===== src/rtl/ps2_mouse_ctrl.sv =====
// PS/2 mouse sequencer: enables data reporting, waits for the acknowledge with
// bounded retries, then decodes 3-byte stream packets into X/Y deltas and buttons.
module ps2_mouse_ctrl #(
  parameter logic [7:0] INIT_CMD    = 8'hF4,
  parameter logic [7:0] ACK_BYTE    = 8'hFA,
  parameter int         ACK_TIMEOUT = 5_000_000,
  parameter int         PKT_TIMEOUT = 2_000_000,
  parameter int         MAX_RETRY   = 3
) (
  input  logic       clk,
  input  logic       reset,
  input  logic       rx_done,
  input  logic       tx_done,
  input  logic [7:0] dout,
  output logic       wr_ps2,
  output logic [7:0] din,
  output logic [8:0] xm,
  output logic [8:0] ym,
  output logic [2:0] btnm,
  output logic [1:0] ovf,
  output logic       m_done_tick,
  output logic       init_done,
  output logic       init_err
);

  localparam int TMAX = (ACK_TIMEOUT > PKT_TIMEOUT) ? ACK_TIMEOUT : PKT_TIMEOUT;
  localparam int TW   = $clog2(TMAX + 1);
  localparam int RW   = (MAX_RETRY < 1) ? 1 : $clog2(MAX_RETRY + 1);

  localparam logic [TW-1:0] ACK_LAST   = TW'(ACK_TIMEOUT - 1);
  localparam logic [TW-1:0] PKT_LAST   = TW'(PKT_TIMEOUT - 1);
  localparam logic [TW-1:0] TIMER_SAT  = TW'(TMAX);
  localparam logic [RW-1:0] RETRY_LAST = RW'(MAX_RETRY);

  typedef enum logic [2:0] {
    SEND     = 3'd0,
    WAIT_TX  = 3'd1,
    WAIT_ACK = 3'd2,
    PKT0     = 3'd3,
    PKT1     = 3'd4,
    PKT2     = 3'd5,
    ERR      = 3'd6
  } state_t;

  state_t        state_q, state_d;
  logic [TW-1:0] timer_q, timer_d;
  logic [RW-1:0] retry_q, retry_d;
  logic [7:0]    byte0_q, byte0_d;
  logic [7:0]    byte1_q, byte1_d;
  logic [8:0]    xm_q, xm_d;
  logic [8:0]    ym_q, ym_d;
  logic [2:0]    btnm_q, btnm_d;
  logic [1:0]    ovf_q, ovf_d;
  logic          wr_ps2_q, wr_ps2_d;
  logic          tick_q, tick_d;
  logic          init_done_q, init_done_d;
  logic          init_err_q, init_err_d;

  always_ff @(posedge clk) begin
    if (reset) begin
      state_q     <= SEND;
      timer_q     <= '0;
      retry_q     <= '0;
      byte0_q     <= '0;
      byte1_q     <= '0;
      xm_q        <= '0;
      ym_q        <= '0;
      btnm_q      <= '0;
      ovf_q       <= '0;
      wr_ps2_q    <= 1'b0;
      tick_q      <= 1'b0;
      init_done_q <= 1'b0;
      init_err_q  <= 1'b0;
    end else begin
      state_q     <= state_d;
      timer_q     <= timer_d;
      retry_q     <= retry_d;
      byte0_q     <= byte0_d;
      byte1_q     <= byte1_d;
      xm_q        <= xm_d;
      ym_q        <= ym_d;
      btnm_q      <= btnm_d;
      ovf_q       <= ovf_d;
      wr_ps2_q    <= wr_ps2_d;
      tick_q      <= tick_d;
      init_done_q <= init_done_d;
      init_err_q  <= init_err_d;
    end
  end

  always_comb begin
    state_d     = state_q;
    // Saturating count so a long idle never wraps back into a false expiry.
    timer_d     = (timer_q == TIMER_SAT) ? timer_q : timer_q + 1'b1;
    retry_d     = retry_q;
    byte0_d     = byte0_q;
    byte1_d     = byte1_q;
    xm_d        = xm_q;
    ym_d        = ym_q;
    btnm_d      = btnm_q;
    ovf_d       = ovf_q;
    wr_ps2_d    = 1'b0;
    tick_d      = 1'b0;
    init_done_d = init_done_q;
    init_err_d  = init_err_q;

    case (state_q)
      SEND: begin
        wr_ps2_d = 1'b1;
        state_d  = WAIT_TX;
      end
      WAIT_TX: begin
        if (tx_done) begin
          timer_d = '0;
          state_d = WAIT_ACK;
        end
      end
      WAIT_ACK: begin
        // A byte arriving on the expiry cycle wins over the timeout.
        if (rx_done && (dout == ACK_BYTE)) begin
          init_done_d = 1'b1;
          state_d     = PKT0;
        end else if (timer_q == ACK_LAST) begin
          if (retry_q == RETRY_LAST) begin
            init_err_d = 1'b1;
            state_d    = ERR;
          end else begin
            retry_d = retry_q + 1'b1;
            state_d = SEND;
          end
        end
      end
      PKT0: begin
        timer_d = '0;
        if (rx_done && dout[3]) begin
          byte0_d = dout;
          state_d = PKT1;
        end
      end
      PKT1: begin
        if (rx_done) begin
          byte1_d = dout;
          timer_d = '0;
          state_d = PKT2;
        end else if (timer_q == PKT_LAST) begin
          state_d = PKT0;
        end
      end
      PKT2: begin
        if (rx_done) begin
          xm_d    = {byte0_q[4], byte1_q};
          ym_d    = {byte0_q[5], dout};
          btnm_d  = byte0_q[2:0];
          ovf_d   = byte0_q[7:6];
          tick_d  = 1'b1;
          timer_d = '0;
          state_d = PKT0;
        end else if (timer_q == PKT_LAST) begin
          state_d = PKT0;
        end
      end
      ERR: begin
        init_done_d = 1'b0;
        init_err_d  = 1'b1;
      end
      default: state_d = SEND;
    endcase
  end

  assign wr_ps2      = wr_ps2_q;
  assign din         = INIT_CMD;
  assign xm          = xm_q;
  assign ym          = ym_q;
  assign btnm        = btnm_q;
  assign ovf         = ovf_q;
  assign m_done_tick = tick_q;
  assign init_done   = init_done_q;
  assign init_err    = init_err_q;

endmodule


===== config.mk =====
export PLATFORM = sky130hd
export DESIGN_NAME = ps2_mouse_ctrl
export DESIGN_NICKNAME = d
export VERILOG_FILES = /design/src/rtl/ps2_mouse_ctrl.sv
export SDC_FILE = /design/constraint.sdc
export NUM_CORES = 1
export LEC_CHECK = 0
export BUFFER_PORTS_ARGS = -buffer_cell sky130_fd_sc_hd__buf_2
export CORE_AREA = 3 3 76 78
export CTS_BUF_LIST = sky130_fd_sc_hd__clkbuf_4 sky130_fd_sc_hd__clkbuf_8
export DETAILED_ROUTE_END_ITERATION = 8
export DIE_AREA = 0 0 79 81
export PLACE_DENSITY_LB_ADDON = 0.08
export SYNTH_ARGS = -nofsm -noshare
export SYNTH_HDL_FRONTEND = slang
export SYNTH_SLANG_ARGS = --single-unit

===== constraint.sdc =====
create_clock -name clk -period 2.7 [get_ports clk]
set_input_delay 0.54 -clock clk [delete_from_list [all_inputs] [get_ports clk]]
set_output_delay 0.54 -clock clk [all_outputs]
set_load 0.05 [all_outputs]

==> impl_results.md <==
* Outcome: finished clean
* RSZ-0062 raised after global routing: false
* Critical register-to-register path startpoint: timer_q[1]
* WP data arrival at 2.11 ns
* Req. time, crit path at 2.91 ns
* Critical path class: reg -> reg
* Synth Flop Type: dfxtp_1
* P_leak at 1.35 nW
* DR vias at 2571
* Drt first-iter violations at 152
* Post-route ant nets at 0
* Antenna fix cells at 0
* CP startpoint: timer_q[1]
* Count of cell types in the netlist at 50
* Startpoint types: flop
* Reg2reg end: retry_q[1]
* Vias per inst at 5.40
* Synthesis-stage register bit count at 70
* CTS-repair resized insts at 0
* Num rows at 26
* WL/cell at 13.4 um
* CTS tree: yes
* Clk_skew at 0.00390 ns
* CTS sink cnt at 70
* Setup Viol. Count Final at 0
* Core Box Area at 5140 um^2
* H-tree depth at 3
* Worst-skew pair later-pin latency at 0.34 ns
* DP HPWL at 4410 um
* Max Cap Viol at 0
* Min Tclk post-route at 1.89 ns
* Setup crit end kind: flop
* First-pass GRT wire length at 10700 um
* Max Clk Rate at 528 MHz
* Die area at 6400 um^2
* Setup_tns at 0 ns
* Total wire length at 6380 um
* Number of global-route vias before repair at 2245
* Die H at 81 um
* Share of cells above drive strength 1 at 16.7%
* Final period util at 70.1%
* Final non-filler cell total at 476
* DRC at 0
* Largest net degree at the start of global routing at 48
* Placed cell areas at 3280 um^2
* GRT Overall Usage at 21.5%
* Post-CTS Hold Fix Bufs at 0
* Root buffer cell: clkbuf_8
* Syn Area/Cell at 8.35 um^2
* Seq/Total Area, Yosys at 45.5%
* Maximum vdd drop at 0.549 mV
* R2R Setup Slk at 0.81 ns
* Initial antenna violation count at 0
* Slew HR at 64.6%
* Count of input and output buffers at 38
* Initial core utilization at 60.0%
* Synthesis-to-layout area growth at 12.3%
* 1st-pass router iterations at 5
* Clock transition at path regs at 0.06 ns
* Post-synth EDFFs at 0
* Util after Layout at 67.3%
* Placed Cells at 461
* Num CTS Buffers at 9
* Slew @ Worst Pin at 0.530 ns
* Total Nets Final at 417
* Cells after Synth at 369
* Critical path capture point: retry_q[1]
* Final GP Congestion at 0.821
* Reg2Reg Depth at 6
* Global route overflow at 0
* Hold Crit Class: reg -> reg
* Max-slew violations at 0
* Post-CTS setup buffer count at 0
* CP max FO at 5
* Post-route cell area at 3460 um^2
* Yosys warns at 0
* Clock tree buffer depth at 2
* Final Hold Viols at 0
* Chip width at 79 um
* FILL cells at 460
* Areal power density over the cells at 668 nW/um^2
* IO Pins at 47
* Async SR Flop Fraction at 0%
* Mapped cell area at 3080 um^2
synthesized netlist by cell type (3+ instances only):
| cell | number | area share, % |
|---|---|---|
| and3_1 | 9 | 1.8 |
| a21oi_1 | 36 | 5.8 |
| nand2_1 | 75 | 9.1 |
| clkbuf_1 | 15 | 1.8 |
| or3_1 | 5 | 1.0 |
| ha_1 | 3 | 1.2 |
| o21ai_0 | 4 | 0.65 |
| nand4_1 | 8 | 1.6 |
| xnor2_1 | 14 | 4.0 |
| nor2_1 | 38 | 4.6 |
| inv_1 | 7 | 0.85 |
| mux2i_1 | 9 | 2.9 |
| buf_4 | 8 | 1.9 |
| xor2_1 | 6 | 1.7 |
| nand3_1 | 6 | 0.97 |
| buf_2 | 3 | 0.49 |
| dfxtp_1 | 70 | 45 |
| nor3_1 | 11 | 1.8 |
layout by cell type, fill, tap and decap left out, drive strengths merged, types with 3 or more instances in the layout:
master  netlist  layout
nand2        75      75
dfxtp        70      70
buf          11      42
nor2         38      38
a21oi        36      36
xnor2        14      14
clkbuf       15      14
nor3         11      11
and3          9       9
mux2i         9       9
nand4         8       8
conb          2       8
inv           7       7
nand3         7       7
xor2          6       6
or3           6       6
o21ai         4       4
ha            3       3
how the worst min path moves through the flow:
stage               start  endpoint  slack [ns]  cells after the start
3_5_place_dp        xm[8]     xm[8]        0.44                      2
4_1_cts             xm[8]     xm[8]        0.45                      2
3_3_place_gp   byte1_q[0]     xm[0]        0.44                      2
5_1_grt        byte1_q[0]     xm[0]        0.47                      2
2_1_floorplan  byte0_q[0]   btnm[0]        0.43                      2
6_report            xm[5]     xm[5]        0.45                      2
metal layers:
metal	vias to the layer above	routed length [um]	GRT usage, %
met5	-	0	0
met2	78	2810	30.3
met3	8	372	5.10
met4	0	81	8.59
met1	1181	3120	31.5
li1	1304	-	-
power breakdown:
| part | leakage [nW] | internal, W | switching [W] |
|---|---|---|---|
| combinational | 0.686 | 0.000138 | 0.000254 |
| clock | 0.0968 | 0.000408 | 0.000350 |
| sequential | 0.565 | 0.00108 | 0.0000798 |
kinds of logic (layout without fill, tap and decap cells):
kind of cell / count (synthesis) / after routing / synth area share (%)
buf+inv: 33 / 64 / 5.12
mux: 9 / 9 / 2.92
compound gates: 57 / 57 / 11.0
flops: 70 / 70 / 45.5
xor+xnor: 20 / 20 / 5.68
fa+ha+maj: 3 / 3 / 1.22
other cells: 2 / 8 / 0.244
simple gates: 175 / 175 / 28.3
worst max-delay path: stages (launching register included):
cell and delay (ns):
dfxtp_1 0.39, ha_1 0.24, nand3_2 0.13, or3_4 0.39, nor4_4 0.35, mux2i_1 0.22, nor2_1 0.05
registers in the layout, indices dropped and copies added (netlist names):
signal       cells
btnm             3
byte0_q          7
byte1_q          8
init_done        1
init_err         1
m_done_tick      1
ovf              2
retry_q          2
state_q          3
timer_q         23
wr_ps2           1
xm               9
ym               9
through the flow:
step	hold WS [ns]	total power, W	setup slack (ns)
2_1_floorplan	0.432	0.00149	0.964
3_3_place_gp	0.437	0.00156	0.878
3_5_place_dp	0.444	0.00157	0.833
4_1_cts	0.453	0.00233	0.816
5_1_grt	0.471	0.00243	0.667
6_report	0.449	0.00231	0.807
layout make-up:
| cell class | instances | area, um^2 | area share [%] |
|---|---|---|---|
| Timing Repair Buffer | 42 | 220 | 6.37 |
| Sequential cell | 70 | 1400 | 40.5 |
| Clock buffer | 14 | 174 | 5.03 |
| Multi-Input combinational cell | 272 | 1550 | 44.7 |
| Inverter | 7 | 26.3 | 0.759 |
| Clock inverter | 1 | 5.00 | 0.145 |
| Tap cell | 70 | 87.6 | 2.53 |
Power figures use the tool's default switching activity.
